===== src/rtl/dcm_lock_monitor.sv =====
// dcm_lock_monitor: supervises a DCM from its input clock. Holds the DCM in
// reset, waits for lock, measures a derived clock over fixed windows and only
// reports freq_ok after GOOD_WINDOWS consecutive in-tolerance windows. Loss of
// lock or a bad window re-resets the DCM up to MAX_RETRY times, then FAIL.
// Optional build macro: LOCK_TIMEOUT_EN (bounds the wait for lock to TIMEOUT).
module dcm_lock_monitor #(
    parameter int WINDOW       = 1024,
    parameter int EXP_CNT      = 512,
    parameter int TOL          = 4,
    parameter int CNT_W        = 12,
    parameter int GOOD_WINDOWS = 4,
    parameter int RST_CYCLES   = 8,
    parameter int MAX_RETRY    = 3,
    parameter int TIMEOUT      = 4096
) (
    input  logic             clkin,
    input  logic             reset,
    input  logic             mon_clk,
    input  logic             dcm_locked,
    output logic             dcm_reset,
    output logic             freq_ok,
    output logic             fail,
    output logic             err_pulse,
    output logic [CNT_W-1:0] count_val,
    output logic [3:0]       retry_cnt
);

    localparam int WIN_W = $clog2(WINDOW);
    localparam int RST_W = $clog2(RST_CYCLES + 1);
    localparam int GC_W  = $clog2(GOOD_WINDOWS + 1);
    localparam logic [CNT_W:0] EXP_V = (CNT_W + 1)'(EXP_CNT);
    localparam logic [CNT_W:0] TOL_V = (CNT_W + 1)'(TOL);
    localparam logic [3:0] MAX_R = 4'((MAX_RETRY > 15) ? 15 : MAX_RETRY);

    // Catch nonsensical configurations at elaboration.
    if (WINDOW < 16 || TIMEOUT < 1) begin : g_bad_cfg
        $error("dcm_lock_monitor: WINDOW must be >= 16 and TIMEOUT >= 1");
    end

    typedef enum logic [2:0] {S_RST, S_WAIT, S_MEAS, S_LOCK, S_FAIL} state_t;
    state_t state, state_nxt;

    logic [2:0]       mon_sync;
    logic [1:0]       lk_sync;
    logic             lk_s;
    logic             mon_edge;
    logic [CNT_W-1:0] edge_cnt;
    logic [CNT_W-1:0] edge_total;
    logic [CNT_W:0]   diff;
    logic [CNT_W:0]   mag;
    logic [WIN_W-1:0] win_cnt;
    logic [RST_W-1:0] rst_cnt;
    logic [GC_W-1:0]  good_cnt;
    logic             measuring;
    logic             win_close;
    logic             win_good;
    logic             failure;
    logic             enter_meas;
`ifdef LOCK_TIMEOUT_EN
    localparam int TO_W = $clog2(TIMEOUT + 1);
    logic [TO_W-1:0]  to_cnt;
`endif

    assign lk_s      = lk_sync[1];
    assign mon_edge  = mon_sync[1] & ~mon_sync[2];
    assign measuring = (state == S_MEAS) || (state == S_LOCK);
    assign win_close = measuring && (win_cnt == WIN_W'(WINDOW - 1));

    // Window tally including this cycle's edge, and the tolerance judgement.
    always_comb begin
        edge_total = edge_cnt;
        if (mon_edge && (edge_cnt != '1))
            edge_total = edge_cnt + 1'b1;
        diff     = {1'b0, edge_total} - EXP_V;
        mag      = diff[CNT_W] ? (~diff + 1'b1) : diff;
        win_good = (mag <= TOL_V);
    end

    // Next-state logic; a lock loss coinciding with a bad window is one failure.
    always_comb begin
        state_nxt  = state;
        failure    = 1'b0;
        enter_meas = 1'b0;
        case (state)
            S_RST: begin
                if (rst_cnt == RST_W'(RST_CYCLES - 1))
                    state_nxt = S_WAIT;
            end
            S_WAIT: begin
                if (lk_s) begin
                    state_nxt  = S_MEAS;
                    enter_meas = 1'b1;
                end
`ifdef LOCK_TIMEOUT_EN
                else if (to_cnt == TO_W'(TIMEOUT - 1))
                    failure = 1'b1;
`endif
            end
            S_MEAS: begin
                if (!lk_s)
                    failure = 1'b1;
                else if (win_close && win_good && (good_cnt == GC_W'(GOOD_WINDOWS - 1)))
                    state_nxt = S_LOCK;
            end
            S_LOCK: begin
                if (!lk_s || (win_close && !win_good))
                    failure = 1'b1;
            end
            S_FAIL: state_nxt = S_FAIL;
            default: state_nxt = S_RST;
        endcase
        if (failure)
            state_nxt = (retry_cnt < MAX_R) ? S_RST : S_FAIL;
    end

    // State register, synchronizers, counters and registered outputs.
    always_ff @(posedge clkin) begin
        if (reset) begin
            state     <= S_RST;
            mon_sync  <= '0;
            lk_sync   <= '0;
            edge_cnt  <= '0;
            win_cnt   <= '0;
            rst_cnt   <= '0;
            good_cnt  <= '0;
            dcm_reset <= 1'b1;
            freq_ok   <= 1'b0;
            fail      <= 1'b0;
            err_pulse <= 1'b0;
            count_val <= '0;
            retry_cnt <= '0;
`ifdef LOCK_TIMEOUT_EN
            to_cnt    <= '0;
`endif
        end else begin
            state     <= state_nxt;
            mon_sync  <= {mon_sync[1:0], mon_clk};
            lk_sync   <= {lk_sync[0], dcm_locked};
            err_pulse <= failure;
            dcm_reset <= (state_nxt == S_RST);
            freq_ok   <= (state_nxt == S_LOCK);
            fail      <= (state_nxt == S_FAIL);
            if (failure && (retry_cnt < MAX_R))
                retry_cnt <= retry_cnt + 1'b1;
            if ((state == S_RST) && (state_nxt == S_RST))
                rst_cnt <= rst_cnt + 1'b1;
            else
                rst_cnt <= '0;
`ifdef LOCK_TIMEOUT_EN
            if ((state == S_WAIT) && (state_nxt == S_WAIT))
                to_cnt <= to_cnt + 1'b1;
            else
                to_cnt <= '0;
`endif
            if (enter_meas) begin
                win_cnt  <= '0;
                edge_cnt <= '0;
                good_cnt <= '0;
            end else if (measuring) begin
                if (win_close) begin
                    win_cnt   <= '0;
                    edge_cnt  <= '0;
                    count_val <= edge_total;
                    if (state == S_MEAS)
                        good_cnt <= win_good ? good_cnt + 1'b1 : '0;
                end else begin
                    win_cnt  <= win_cnt + 1'b1;
                    edge_cnt <= edge_total;
                end
            end
        end
    end

endmodule


===== config.mk =====
export PLATFORM = sky130hd
export DESIGN_NAME = dcm_lock_monitor
export DESIGN_NICKNAME = d
export VERILOG_FILES = /design/src/rtl/dcm_lock_monitor.sv
export SDC_FILE = /design/constraint.sdc
export NUM_CORES = 1
export LEC_CHECK = 0
export CAP_MARGIN = 20
export CORE_MARGIN = 5
export CORE_UTILIZATION = 55
export CTS_CLUSTER_DIAMETER = 60
export DETAILED_ROUTE_END_ITERATION = 12
export GPL_TIMING_DRIVEN = 0
export PLACE_DENSITY = 0.74
export SYNTH_ARGS = -nofsm -noshare
export SYNTH_HDL_FRONTEND = slang
export SYNTH_SLANG_ARGS = --single-unit

===== constraint.sdc =====
create_clock -name clkin -period 7.5 [get_ports clkin]
set_input_delay 1.5 -clock clkin [delete_from_list [all_inputs] [get_ports clkin]]
set_output_delay 1.5 -clock clkin [all_outputs]
set_load 0.02 [all_outputs]

## Word level (Yosys, flattened, before mapping)

Index checks and enable logic that the tools add are counted.

- Input port bits: 4
- Register bits after elaboration: 57

- Bitwise operators: 5
- Mux-type cells: 17
- Eq/ne operators: 10
- Add/sub/neg operators: 7
- Reductions and logical operators: 17
- $lt $le $gt $ge: 2

Operator list:

| kind | count |
|---|---|
| $mux 12 | 2 |
| $mux 3 | 7 |
| $pmux 3 s5 | 1 |
| $add 13x1->13 const B | 1 |
| $le 13x3->1 const B | 1 |
| $mux 13 | 1 |
| $not 13->13 | 1 |
| $sub 12x10->13 const B | 1 |
| $add 12x1->12 const B | 1 |
| $eq 3x2->1 const B | 4 |
| $ne 12x12->1 const B | 1 |
| $add 10x1->10 const B | 1 |
| $eq 10x10->1 const B | 1 |
| $mux 10 | 1 |
| $add 4x1->4 const B | 2 |
| $logic_and 1x1->1 | 7 |
| $eq 3x3->1 const B | 2 |
| $logic_not 3->1 | 2 |
| $reduce_and 3->1 | 2 |
| $eq 4x3->1 const B | 1 |
| $lt 4x2->1 const B | 1 |
| $mux 1 | 4 |
| $reduce_or 2->1 | 2 |
| $add 3x1->3 const B | 1 |
| other kinds (6) | 10 |

## Logic depth before layout (Yosys ltp)

- Depth in word-level cells: 19
- Gate-level depth with buffers: 12
- Gate-level depth less buffers: 12

## Worst setup path after synthesis

Ideal clock, no wire load.

- Path type: reg-to-reg
- Start point: register edge_cnt[1]
- End point: register dcm_reset
- Library setup time: 134 ps
- Buffers on the path: 0
- Cell stages (with the launch flop): 11
- Path slack: 4365 ps
- Arrival time: 3001 ps
- Period minus slack after synthesis: 3135 ps
- Cell sequence: dfxtp_1 > ha_1 > nand4b_1 > nor4_1 > mux2_2 > nor2_1 > mux2_4 > a2111o_1 > nor3_4 > o22a_2 > o221ai_1

- Word-level cells in the longest chain between the ends: 15
- Elaborated cells on any way between the ends: 21
- Those cells by class: add/sub (3); order compare (1); eq/ne (1); mux (8); bitwise (1); reduce/logical (7)

Ends and longest elaborated chain:

| what | RTL line | source |
|---|---|---|
| start: declaration | 47 | `logic [CNT_W-1:0] edge_cnt;` |
| start signal: assignment | 168 | `edge_cnt <= edge_total;` |
| parallel branches: the longest is 2 deep, another holds $add 12x1->12 | n/a |  |
| $mux 12 * | 72 | `if (mon_edge && (edge_cnt != '1))` |
| $sub 12x10->13 * | 74 | `diff = {1'b0, edge_total} - EXP_V;` |
| $not 13->13 | 75 | `mag = diff[CNT_W] ? (~diff + 1'b1) : diff;` |
| $add 13x1->13 | 75 |  |
| $mux 13 * | 75 |  |
| $le 13x3->1 * | 76 | `win_good = (mag <= TOL_V);` |
| $logic_and 1x1->1 or $logic_not 1->1 (tied branches) | 102, 106 |  |
| $logic_and 1x1->1 (on tied branches) | 102, 106 |  |
| $mux 3 or $logic_or 1x1->1 (tied branches) | 102, 106 |  |
| $mux 3 or $mux 1 (tied branches) | 100, 106 |  |
| $pmux 3 s5 or $pmux 1 s2 (tied branches) | 84 | `case (state)` |
| $mux 3 * | 112 | `if (failure)` |
| $logic_not 3->1 * | 140 | `dcm_reset <= (state_nxt == S_RST);` |
| end signal: assignment | 140 |  |
| end: declaration | 20 | `output logic dcm_reset,` |

Every way passes the cells marked *.
A chain may end at the register's enable or synchronous reset.

## Worst setup path after layout

Ends and elaborated chain as after synthesis.

==> qor.yml <==
run_status:
  status: "complete, no violations"
die:
  rows: 27
  die-area_mm2: 0.00705
  die_h_um: 84.0
  pin_count: 24
  start_util_pct: 55.7
  fp.dieW_um: 84.0
  coreArea_mm2: 0.00541
global_route:
  antenna_found_initial: 0
  grt_usage_pct: 20.9
  grt_start_max_net_pins: 11
  grt_pass1_wl_um: 12100
  grt-ovfl-total: 0
  grt_pass1_vias: 2603
synthesis:
  yosys_warnings: 0
  synth_fp_nets: 368
  syn_avg_cell_area_um2: 8.43
  synth_area_leaders: "dfxtp_1 (38%), nor2_1 (5.6%), a21oi_1 (5.5%), nand2_1 (4.2%), ha_1 (2.9%)"
  synth_enable_flop_cells: 0
  ys_async_sr_fraction_pct: 0
  synth-seq-cells: 57
  synth_top_area_share_pct: 37.9
  synth_top_cell_by_area: "dfxtp_1"
  synth_area_mm2: 0.00301
  ys_types: 66
  synth_flop_cell: "dfxtp_1"
  synth_seq_area_share_pct: 37.9
  synth_cells: 357
sta:
  clock-skew-final_ps: 3.82
  final-setup-viol-count: 0
  max_freq_ghz: 0.274
  rsz0062_at_grt: "false"
  slew_viol_final: 0
  hold_violations: 0
  post-route-period-util_pct: 48.7
  slew_headroom_pct: 53.7
  tightest_slew_ps: 686
  fin_crit_ps: 3650
  tns_ps: 0
final_layout:
  fin_cells: 468
  multi_input_area_mm2: 0.00170
  nets: 402
  drive_above_1_share_pct: 11.6
  syn_to_final_growth_pct: 17.5
  regArea_mm2: 0.00114
  nFillCells: 449
  final_cell_mix: "dfxtp_1 (57), nor2_1 (45), nand2_1 (34)"
  mostFrequentLayoutCell: "dfxtp_1"
  diodes: 0
placed_design:
  portBuffers: 23
  dp_hpwl_um: 5020
  place_congestion: 0.924
  place_inst: 452
clocking:
  cts_buffers: 9
  cts.sinks: 57
  clk_pin_slew_ps: 60
  cts_root_buffer: "clkbuf_8"
  postCtsResizedCells: 0
  cts-htree-levels: 3
  clk_latency_ps: 350
  cts.path.max_buffers: 2
  tritoncts: "built"
  cts_setup_buffers: 0
  cts_hold_buf: 0
run:
  drv_cap: 0
worst_setup_path:
  start_kind: "flip-flop"
  cp-end-kind: "flip-flop"
  worstPathBufferInverterCount: 0
  crit_family: "simple AND/OR/NAND/NOR gates"
  crit_arrival_ps: 3860
  worstPathCellList: "ha_1 -> nand4b_1 -> nor4_1 -> mux2_2 -> nor2_1 -> mux2_4 -> a2111o_1 -> nor3_4 -> o22a_2 -> o221ai_1"
  crit_slowest_cell: "a2111o_1"
  path_class: "flip-flop to flip-flop"
  worstPathRequired_ps: 7710
  slowest_delay_ps: 490
  path_max_fanout: 6
  rrSetupSlack_ps: 3850
detailed_routing:
  drt.antenna.violating_nets: 0
  drt_iter0_drc: 214
  num_vias: 2727
  first_pass_iters: 4
  post_drt_wl_per_cell_um: 14.9
  vias_per_cell: 5.83
  routed_wl_um: 6980
  drc: 0
worst_hold_path:
  hold_class: "flip-flop to flip-flop"
power:
  power.density_mw_per_mm2: 178
  leakage_nw: 1.31
  vdd_ir_drop_max_v: 0.000114
metal layers:
metal / wire length, µm / GRT usage [%]
met1: 3220 / 25.8
met2: 3310 / 34.6
met3: 273 / 4.54
met4: 180 / 9.36
met5: 0 / 0
final timing paths:
path / startpoint / to / cells after the start
max: edge_cnt[1] / dcm_reset / 10
min: lk_sync[0] / lk_sync[1] / 1
max reg2reg: edge_cnt[1] / dcm_reset / 10
min reg2reg: lk_sync[0] / lk_sync[1] / 1
cell usage after synthesis (all sizes together), types with 3 or more instances:
cell and count:
nand3b 6, mux2i 6, a21oi 33, dfxtp 57, xnor2 7, nor4 5, a211oi 5, nand2b 4
clkbuf 15, nand2 34, o21ai 13, nand4b 3, mux2 5, inv 6, nand3 17, a31oi 3
ha 7, xor2 7, and3 8, nor2b 8, buf 8, or3 4, nor3 8, nand4 5
nor2 45
layout make-up:
cell class,instances,area share (%)
Inverter,6,0.637
Buffer,23,4.00
Tap cell,72,2.55
Clock inverter,2,0.990
Multi-Input combinational cell,271,48.2
Sequential cell,57,32.3
Clock buffer,14,4.88
Timing Repair Buffer,23,6.51
registers in the layout, summed over array words and instances, names as in the netlist, 2 cells and up:
signal     count
win_cnt       10
count_val     12
lk_sync        2
rst_cnt        4
mon_sync       3
edge_cnt      12
good_cnt       3
retry_cnt      4
state          3
metrics by stage:
stage          power [W]  util [%]  setup WS (ps)  hold WS (ps)  area [µm²]
2_1_floorplan   0.000327         -           4370           414        3010
3_3_place_gp    0.000333      61.6           3900           418        3330
3_5_place_dp    0.000333      61.6           3900           442        3330
4_1_cts         0.000632      65.4           3880           451        3540
5_1_grt         0.000650      65.4           3570           471        3540
6_report        0.000628      65.4           3850           444        3540
logic make-up (layout without fill, tap and decap cells):
logic type,count (synthesis),after routing,synth area share [%]
AOI/OAI and AO/OA,82,82,18.1
xor gates and xnor gates,14,14,4.07
adders and majority gates,7,7,2.91
buffers and inverters,29,68,5.45
DFF,57,57,37.9
muxes,11,11,3.99
and+or+nand+nor,157,157,27.6
power breakdown:
| group | internal, W | switching [W] | total [W] |
|---|---|---|---|
| Clock | 0.000180 | 0.000122 | 0.000302 |
| Sequential | 0.000306 | 0.00000163 | 0.000307 |
| Combinational | 0.00000784 | 0.0000115 | 0.0000194 |
Power figures use the tool's default switching activity.
